$ cat config.mk
export PLATFORM = sky130hd
export DESIGN_NAME = seg7_scan_driver_flat
export DESIGN_NICKNAME = d
export VERILOG_FILES = /design/src/rtl/seg7_pkg.sv /design/src/rtl/seg7_scan_driver_if.sv /design/src/rtl/seg7_hex_decoder.sv /design/src/rtl/seg7_scan_driver.sv /design/src/flat_wrapper.sv
export SDC_FILE = /design/constraint.sdc
export NUM_CORES = 1
export LEC_CHECK = 0
export ABC_AREA = 0
export BUFFER_PORTS_ARGS = -buffer_cell sky130_fd_sc_hd__buf_2
export CAP_MARGIN = 20
export CORE_ASPECT_RATIO = 0.6
export CORE_UTILIZATION = 35
export DETAILED_ROUTE_END_ITERATION = 10
export SYNTH_ARGS = -nofsm -noshare
export SYNTH_HDL_FRONTEND = slang
export SYNTH_SLANG_ARGS = --single-unit
$ cat constraint.sdc
create_clock -name clk -period 3.2 [get_ports clk]
set_clock_uncertainty 0.05 [all_clocks]
set_input_delay 0.8 -clock clk [delete_from_list [all_inputs] [get_ports clk]]
set_output_delay 0.8 -clock clk [all_outputs]
set_load 0.02 [all_outputs]
$ cat src/rtl/seg7_pkg.sv
// Shared types and segment patterns for the 7-segment scan driver.
// Pattern bit order is a..g with seg[6]=a and seg[0]=g, active-high.
package seg7_pkg;

  typedef logic [6:0] seg_t;
  typedef logic [3:0] code_t;

  localparam seg_t SEG_0     = 7'b1111110;
  localparam seg_t SEG_1     = 7'b0110000;
  localparam seg_t SEG_2     = 7'b1101101;
  localparam seg_t SEG_3     = 7'b1111001;
  localparam seg_t SEG_4     = 7'b0110011;
  localparam seg_t SEG_5     = 7'b1011011;
  localparam seg_t SEG_6     = 7'b1011111;
  localparam seg_t SEG_7     = 7'b1110000;
  localparam seg_t SEG_8     = 7'b1111111;
  localparam seg_t SEG_9     = 7'b1111011;
  localparam seg_t SEG_A     = 7'b1110111;
  localparam seg_t SEG_B     = 7'b0011111;
  localparam seg_t SEG_C     = 7'b1001110;
  localparam seg_t SEG_D     = 7'b0111101;
  localparam seg_t SEG_E     = 7'b1001111;
  localparam seg_t SEG_F     = 7'b1000111;
  localparam seg_t SEG_BLANK = 7'b0000000;

endpackage

$ cat src/rtl/seg7_scan_driver_if.sv
// Host/display bundle for seg7_scan_driver.
// With SEG7_SCAN_DP_EN defined the bundle also carries the decimal points.
interface seg7_scan_driver_if
  import seg7_pkg::*;
#(
  parameter int NUM_DIGITS = 4
);

  logic                    load;
  logic [4*NUM_DIGITS-1:0] digits_in;
  logic                    blank_lz;
  seg_t                    seg;
  logic [NUM_DIGITS-1:0]   digit_sel;
  logic                    frame_done;
`ifdef SEG7_SCAN_DP_EN
  logic [NUM_DIGITS-1:0]   dp_in;
  logic                    dp;

  modport master (output load, digits_in, blank_lz, dp_in,
                  input  seg, digit_sel, frame_done, dp);
  modport slave  (input  load, digits_in, blank_lz, dp_in,
                  output seg, digit_sel, frame_done, dp);
`else
  modport master (output load, digits_in, blank_lz,
                  input  seg, digit_sel, frame_done);
  modport slave  (input  load, digits_in, blank_lz,
                  output seg, digit_sel, frame_done);
`endif

endinterface

$ cat src/rtl/seg7_hex_decoder.sv
// Combinational 4-bit code to 7-segment pattern decoder.
// Codes 10-15 decode to letters only when hex_mode is set, otherwise blank.
module seg7_hex_decoder
  import seg7_pkg::*;
(
  input  code_t code,
  input  logic  hex_mode,
  output seg_t  seg
);

  always_comb begin
    seg = SEG_BLANK;
    case (code)
      4'd0:    seg = SEG_0;
      4'd1:    seg = SEG_1;
      4'd2:    seg = SEG_2;
      4'd3:    seg = SEG_3;
      4'd4:    seg = SEG_4;
      4'd5:    seg = SEG_5;
      4'd6:    seg = SEG_6;
      4'd7:    seg = SEG_7;
      4'd8:    seg = SEG_8;
      4'd9:    seg = SEG_9;
      4'd10:   seg = hex_mode ? SEG_A : SEG_BLANK;
      4'd11:   seg = hex_mode ? SEG_B : SEG_BLANK;
      4'd12:   seg = hex_mode ? SEG_C : SEG_BLANK;
      4'd13:   seg = hex_mode ? SEG_D : SEG_BLANK;
      4'd14:   seg = hex_mode ? SEG_E : SEG_BLANK;
      default: seg = hex_mode ? SEG_F : SEG_BLANK;
    endcase
  end

endmodule

$ cat src/rtl/seg7_scan_driver.sv
// Time-multiplexed multi-digit 7-segment driver with frame-synchronous double buffering.
// Optional decimal points are enabled with the SEG7_SCAN_DP_EN macro.
module seg7_scan_driver
  import seg7_pkg::*;
#(
  parameter int NUM_DIGITS       = 4,
  parameter int REFRESH_DIV      = 50000,
  parameter int HEX_MODE         = 0,
  parameter int DIGIT_ACTIVE_LOW = 0
)(
  input logic               clk,
  input logic               rst_n,
  seg7_scan_driver_if.slave bus
);

  localparam int CNT_W = (REFRESH_DIV > 1) ? $clog2(REFRESH_DIV) : 1;
  localparam int IDX_W = (NUM_DIGITS > 1) ? $clog2(NUM_DIGITS) : 1;
  localparam int DW    = 4 * NUM_DIGITS;
  localparam logic [CNT_W-1:0]      CNT_MAX  = CNT_W'(REFRESH_DIV - 1);
  localparam logic [IDX_W-1:0]      IDX_MAX  = IDX_W'(NUM_DIGITS - 1);
  localparam logic [NUM_DIGITS-1:0] SEL_IDLE = (DIGIT_ACTIVE_LOW != 0) ?
                                               {NUM_DIGITS{1'b1}} : {NUM_DIGITS{1'b0}};

  logic [CNT_W-1:0]      cnt_reg;
  logic [IDX_W-1:0]      index_reg;
  logic [DW-1:0]         shadow_reg;
  logic [DW-1:0]         active_reg;
  logic                  pending_reg;
  seg_t                  seg_reg;
  logic [NUM_DIGITS-1:0] sel_reg;
  logic                  frame_done_reg;

  logic                  tick;
  logic                  wrap;
  logic [IDX_W-1:0]      index_next;
  logic [DW-1:0]         active_next;
  code_t                 digit_code [NUM_DIGITS];
  logic [NUM_DIGITS-1:0] zero_from;
  code_t                 sel_code;
  seg_t                  dec_seg;
  seg_t                  seg_next;
  logic [NUM_DIGITS-1:0] sel_next;
  logic                  blank_now;

  assign tick       = (cnt_reg == CNT_MAX);
  assign wrap       = tick && (index_reg == IDX_MAX);
  assign index_next = (index_reg == IDX_MAX) ? '0 : index_reg + IDX_W'(1);

  // A load in the wrap cycle bypasses the shadow so it lands in the frame starting now.
  assign active_next = !wrap       ? active_reg :
                       bus.load    ? bus.digits_in :
                       pending_reg ? shadow_reg : active_reg;

  generate
    for (genvar gi = 0; gi < NUM_DIGITS; gi++) begin : g_code
      assign digit_code[gi] = active_next[4*gi +: 4];
    end
  endgenerate

  // zero_from[k]: digit k and every more significant digit are zero.
  always_comb begin
    logic run;
    run = 1'b1;
    zero_from = '0;
    for (int k = NUM_DIGITS - 1; k >= 0; k--) begin
      run = run && (digit_code[k] == 4'd0);
      zero_from[k] = run;
    end
  end

  assign sel_code  = digit_code[index_next];
  assign blank_now = bus.blank_lz && (index_next != '0) && zero_from[index_next];
  assign seg_next  = blank_now ? SEG_BLANK : dec_seg;
  assign sel_next  = (NUM_DIGITS'(1) << index_next) ^ SEL_IDLE;

  seg7_hex_decoder u_decoder (
    .code     (sel_code),
    .hex_mode (HEX_MODE != 0),
    .seg      (dec_seg)
  );

  always_ff @(posedge clk or negedge rst_n) begin
    if (!rst_n) begin
      cnt_reg        <= '0;
      index_reg      <= '0;
      shadow_reg     <= '0;
      active_reg     <= '0;
      pending_reg    <= 1'b0;
      seg_reg        <= SEG_BLANK;
      sel_reg        <= SEL_IDLE;
      frame_done_reg <= 1'b0;
    end else begin
      cnt_reg        <= tick ? '0 : cnt_reg + CNT_W'(1);
      active_reg     <= active_next;
      frame_done_reg <= wrap;
      if (bus.load) shadow_reg <= bus.digits_in;
      if (wrap)          pending_reg <= 1'b0;
      else if (bus.load) pending_reg <= 1'b1;
      // Outputs are computed from post-tick index/content so they change with the index.
      if (tick) begin
        index_reg <= index_next;
        seg_reg   <= seg_next;
        sel_reg   <= sel_next;
      end
    end
  end

  assign bus.seg        = seg_reg;
  assign bus.digit_sel  = sel_reg;
  assign bus.frame_done = frame_done_reg;

`ifdef SEG7_SCAN_DP_EN
  logic [NUM_DIGITS-1:0] dp_shadow_reg;
  logic [NUM_DIGITS-1:0] dp_active_reg;
  logic [NUM_DIGITS-1:0] dp_active_next;
  logic                  dp_reg;

  assign dp_active_next = !wrap       ? dp_active_reg :
                          bus.load    ? bus.dp_in :
                          pending_reg ? dp_shadow_reg : dp_active_reg;

  always_ff @(posedge clk or negedge rst_n) begin
    if (!rst_n) begin
      dp_shadow_reg <= '0;
      dp_active_reg <= '0;
      dp_reg        <= 1'b0;
    end else begin
      dp_active_reg <= dp_active_next;
      if (bus.load) dp_shadow_reg <= bus.dp_in;
      if (tick)     dp_reg        <= dp_active_next[index_next];
    end
  end

  assign bus.dp = dp_reg;
`endif

endmodule

$ cat src/flat_wrapper.sv
// flat-port wrapper written by rule: the top's interface ports become plain ports
module seg7_scan_driver_flat import seg7_pkg::*;
#(
  parameter int NUM_DIGITS       = 4,
  parameter int REFRESH_DIV      = 50000,
  parameter int HEX_MODE         = 0,
  parameter int DIGIT_ACTIVE_LOW = 0
)
  (clk, rst_n, bus_load, bus_digits_in, bus_blank_lz, bus_seg, bus_digit_sel, bus_frame_done);
  seg7_scan_driver_if #(.NUM_DIGITS(NUM_DIGITS)) bus_i ();
  input logic clk;
  input logic rst_n;
  input wire logic [$bits(bus_i.load)-1:0] bus_load;
  input wire logic [$bits(bus_i.digits_in)-1:0] bus_digits_in;
  input wire logic [$bits(bus_i.blank_lz)-1:0] bus_blank_lz;
  output wire logic [$bits(bus_i.seg)-1:0] bus_seg;
  output wire logic [$bits(bus_i.digit_sel)-1:0] bus_digit_sel;
  output wire logic [$bits(bus_i.frame_done)-1:0] bus_frame_done;
  assign bus_i.load = bus_load;
  assign bus_i.digits_in = bus_digits_in;
  assign bus_i.blank_lz = bus_blank_lz;
  assign bus_seg = bus_i.seg;
  assign bus_digit_sel = bus_i.digit_sel;
  assign bus_frame_done = bus_i.frame_done;
  seg7_scan_driver #(.NUM_DIGITS(NUM_DIGITS), .REFRESH_DIV(REFRESH_DIV), .HEX_MODE(HEX_MODE), .DIGIT_ACTIVE_LOW(DIGIT_ACTIVE_LOW)) u_core (.clk(clk), .rst_n(rst_n), .bus(bus_i));
endmodule
======== Word-level counts from Yosys, hierarchy flattened ========
Cells that the tools add are included.
storage, ports and cells
  register bits after elaboration ......... 63
  input bits .............................. 20
  output and inout port bits .............. 12
  word-level logic and storage cells ...... 52
cells by class
  add/sub/neg operators ................... 2
  order comparisons ....................... 2
  equality and inequality tests ........... 11
  shifts and indexed selects .............. 1
  multiplexer cells ....................... 14
  bitwise operators ....................... 1
  reduce and logical (&&, ||, !) cells .... 13
operators with widths
  operator               number
  $pmux 7 s10            1
  $mux 16                4
  $logic_not 4->1        5
  $add 16x1->16 const B  1
  $eq 16x16->1 const B   1
  $eq 4x3->1 const B     4
  $bmux 4 s2             1
  $eq 4x2->1 const B     2
  $eq 4x4->1 const B     2
  $mux 4                 2
  $mux 7                 1
  $logic_and 1x1->1      6
  $eq 4x1->1 const B     1
  $reduce_bool 2->1      2
  $shl 1x2->4 const A    1
  $ge 3x3->1 const B     1
  $lt 2x3->1 const B     1
  $mux 1                 3
  $not 2->3              1
  $add 2x1->2 const B    1
  $bmux 1 s2             1
  $eq 2x2->1 const B     1
  $mux 2                 1

======== Depth between registers and ports, before layout ========
  word-level depth ........................ 11
  mapped depth ............................ 11
  mapped depth without buffers ............ 9

======== Modules after synthesis ========
Synthesis repeated with hierarchy kept, for this count alone.
second synthesis, totals
  cells, all modules ...................... 310
  area, all modules ....................... 3263.1 um2
modules (own cells, without submodules)
  module            instances  cells each  area each (um2)  seq. area each (um2)
  seg7_scan_driver  1          268         2986.6           1576.5
  seg7_hex_decoder  1          42          276.5            0.0

======== Least setup slack after synthesis ========
No wires, ideal clock.
  kind .................................... register -> register
  from .................................... register u_core.cnt_reg[7]
  to ...................................... register u_core.seg_reg[3] (netlist: u_core.bus.seg[3])
  library setup time ...................... 0.139 ns
  arrival ................................. 3.080 ns
  data required time ...................... 3.011 ns
  setup slack ............................. -0.068 ns
  cell stages (with the launch flop) ...... 11
  path buffers ............................ 2
  period minus slack after synthesis ...... 3.268 ns
  cell sequence ........................... dfrtp_1 -> or4_1 -> buf_2 -> nor4_4 -> buf_2 -> mux2i_1 -> nand2_1 -> mux4_2 -> or3b_4 -> o22ai_1 -> o21ai_1
between the ends
  longest elaborated chain between the ends .. 11
  elaborated cells on any way between the ends .. 28
  those cells by class .................... eq/ne (10); mux (8); reduce/logical (10)
RTL lines
  what                                                                 RTL line                 source
  start, declared                                                      seg7_scan_driver.sv:24   logic [CNT_W-1:0] cnt_reg;
  start signal, assigned                                               seg7_scan_driver.sv:93   cnt_reg <= tick ? '0 : cnt_reg + CNT_W'(1);
  $eq 16x16->1 *                                                       seg7_scan_driver.sv:45   assign tick = (cnt_reg == CNT_MAX);
  $logic_and 1x1->1 *                                                  seg7_scan_driver.sv:46   assign wrap = tick && (index_reg == IDX_MAX);
  $mux 16 *                                                            seg7_scan_driver.sv:50   assign active_next = !wrap ? active_reg :
  net u_core.active_next[15]                                           seg7_scan_driver.sv:36   logic [DW-1:0] active_next;
  parallel branches: the longest is 7 deep, another holds $pmux 7 s10  n/a
  $mux 7 *                                                             seg7_scan_driver.sv:73   assign seg_next = blank_now ? SEG_BLANK : dec_seg;
  end signal, assigned                                                 seg7_scan_driver.sv:102  seg_reg <= seg_next;
  end, declared                                                        seg7_scan_driver.sv:29   seg_t seg_reg;
Mark *: on every way through the listed nets, which the timed path passes. The select of a mux whose other input is x is not followed.
A chain may end at the register's enable or synchronous reset.

======== Worst setup path after layout ========
  from .................................... register u_core.cnt_reg[7]
  to ...................................... register u_core.seg_reg[6] (netlist: u_core.bus.seg[6])
Same word-level chain as after synthesis.

==> flow_metrics.tcl <==
set metrics [dict create \
    outcome "finished, violations left" \
    violations "negative setup slack" \
    synth_nets 325 \
    coreArea_mm2 0.008133 \
    cp_cell_sequence "or4_4 > buf_6 > nor4_4 > mux2i_1 > nand2_1 > mux4_2 > or3b_4 > a21oi_2 > o21ai_2" \
    multi_input_area_mm2 0.001414 \
    r2r_cells 9 \
    dp_hpwl_um 5347 \
    dieWidth_um 122.2 \
    synth-main-ff-cell "dfrtp_1" \
    drt-total-wl_um 7771 \
    mostFrequentLayoutCells "63 x dfrtp_1, 53 x nand2_1, 36 x buf_4, 31 x buf_2, 23 x inv_1" \
    grt_antenna_before_repair 0 \
    slew_headroom_pct 47.11 \
    std_cell_rows 25 \
    netlist.area_leader.share_pct 51.98 \
    post_dp_cell_area_mm2 0.003487 \
    drive_above_1_share_pct 31.18 \
    yosysWarnings 0 \
    synth_area_mm2 0.003033 \
    worst_slew_pin_slew_ns 0.7933 \
    finalNonFillerCells 480 \
    cp.buffers_inverters 1 \
    finalCriticalPeriod_ns 3.229 \
    postSynthCellCount 299 \
    gr-total-overflow 0 \
    max_cap_viol_count 0 \
    grt_pass1_wl_um 12510 \
    vdd_drop_max_v 0.0002573 \
    critical_path_depth 9 \
    required_ns 3.37 \
    fmax_ghz 0.3096 \
    avgViaCountPerCell 5.250 \
    die_y_um 74.11 \
    portBuffers 31 \
    start_util_pct 37.29 \
    setup_viol 1 \
    fin_crit_sh_pct 100.9 \
    total_power_mw 1.771 \
    synthArstFlopShare_pct 100.0 \
    dieArea_mm2 0.009054 \
    power.density_mw_per_mm2 449.4 \
    timing.final.ws_setup_ns -0.02946 \
    io_pins 32 \
    layout_commonest_cell "dfrtp_1" \
    grt_pass1_vias 2405 \
    hold_depth 1 \
    synth_area_per_cell_um2 10.14 \
    seq_area_frac_synth_pct 51.98 \
    fin_nets 395 \
    end_kind "register" \
    hold_class "register to register" \
    p_leak_nw 1.812 \
    first_pass_iters 4 \
    synth.area.top_cells "dfrtp_1 52%, nand2_1 6.9%, a32oi_1 4.3%" \
    holdWs_ns 0.4159 \
    clock-root-buffer "clkbuf_16" \
    ys_ff_latch 63 \
    antenna_left 0 \
    cts_tree "built" \
    fillers 789 \
    wire_per_inst_um 16.19 \
    synth_edf_count 0 \
    cts_buffer_depth 2 \
    crit_arrival_ns 3.39 \
    post-synth-top-area-cell "dfrtp_1" \
    cpPeakStageDelay_ns 0.57 \
    cts-buffers-inserted 9 \
    path_max_fanout 5 \
    vias 2520 \
    regArea_mm2 0.001577 \
    syn_to_final_growth_pct 29.91 \
    drtIter0Drc 193 \
    gr-usage-all-layers_pct 19.12 \
    final_area_mm2 0.003940 \
    clock_latency_ns 0.33 \
    path_clk_slew_ns 0.05 \
    drv_slew 0 \
    grt_setup_unrepaired "true" \
    synthDistinctLibCells 43 \
    startpoint_type "register" \
    crit_type "register to register" \
    cp_slowest_cell "or4_4" \
    antennaDiodeCount 0 \
    critical-path-top-delay-family "simple AND/OR/NAND/NOR gates" \
    cts.sinks 63 \
    fin_setup_tns_ns -0.02946 \
    grt_max_degree 64 \
    htreeDepth 3 \
    dp_cells 453 \
    drc 0 \
    hold_viol 0 \
    cts_hold_buf 0 \
    place_congestion 0.8555 \
]
final timing paths:
path                                         end         startpoint  slack (ns)
max reg2reg                    u_core.bus.seg[6]  u_core.cnt_reg[7]       -0.03
min reg2reg                    u_core.cnt_reg[0]  u_core.cnt_reg[0]        0.42
max in group asynchronous      u_core.bus.seg[1]              rst_n        1.99
min in group asynchronous  u_core.shadow_reg[12]              rst_n        0.58
max                            u_core.bus.seg[6]  u_core.cnt_reg[7]       -0.03
min                            u_core.cnt_reg[0]  u_core.cnt_reg[0]        0.42
what timing repair did:
action,4_1_cts,5_1_grt
gates resized for setup,3,18
setup buffers,3,8
pin swaps,2,18
endpoints found under the setup margin,4,7
gates cloned,2,0
area by class of cell:
cell class,instances,share of cell area (%)
multi-input combinational,201,35.88
clock inverter,1,0.1270
inverter,24,2.286
clock buffer,13,6.605
tap,108,3.430
timing repair buffer,70,11.65
sequential,63,40.01
stage by stage:
step           util (%)  worst slack (ns)
4_1_cts           46.74           0.01061
3_5_place_dp      42.88           0.01062
6_report          48.45          -0.02946
2_1_floorplan         -           0.03318
5_1_grt           48.45          -0.06686
3_3_place_gp      42.88           0.05767
kinds of logic after synthesis:
group | count (synthesis) | synth area share, %
flops | 63 | 51.98
buf+inv | 37 | 5.198
fa+ha+maj | 6 | 2.475
mux | 7 | 4.002
compound gates | 67 | 15.47
xor+xnor | 14 | 4.043
simple gates | 105 | 16.83
where the power goes:
group,total [mW],internal (mW),switching (mW)
Sequential,0.829,0.817,0.0121
Clock,0.879,0.555,0.323
Combinational,0.0633,0.0216,0.0417
cells in the mapped netlist, types with 2 or more instances:
cell	count
nor4_1	6
buf_2	3
o22ai_1	2
o211ai_2	3
ha_1	6
mux4_2	4
a21oi_1	6
o21ai_0	18
inv_1	23
or3_1	3
or4_1	3
o21ai_1	7
mux2i_1	2
nand3_1	8
nand2_1	56
xor2_1	7
a32oi_1	15
dfrtp_1	63
o211ai_1	11
xnor2_1	7
buf_6	2
and2_1	3
clkbuf_1	8
nand2b_1	2
nor2_1	13
per-layer routing:
layer / share of wire [%] / track usage (%) / wire length (um) / up-vias
li1: - / - / - / 1199
met1: 51 / 27.60 / 3944 / 1226
met2: 41 / 26.43 / 3186 / 88
met3: 7.3 / 7.975 / 568 / 7
met4: 0.93 / 4.472 / 72 / 0
met5: 0 / 0 / 0 / -
Power figures use the tool's default switching activity.
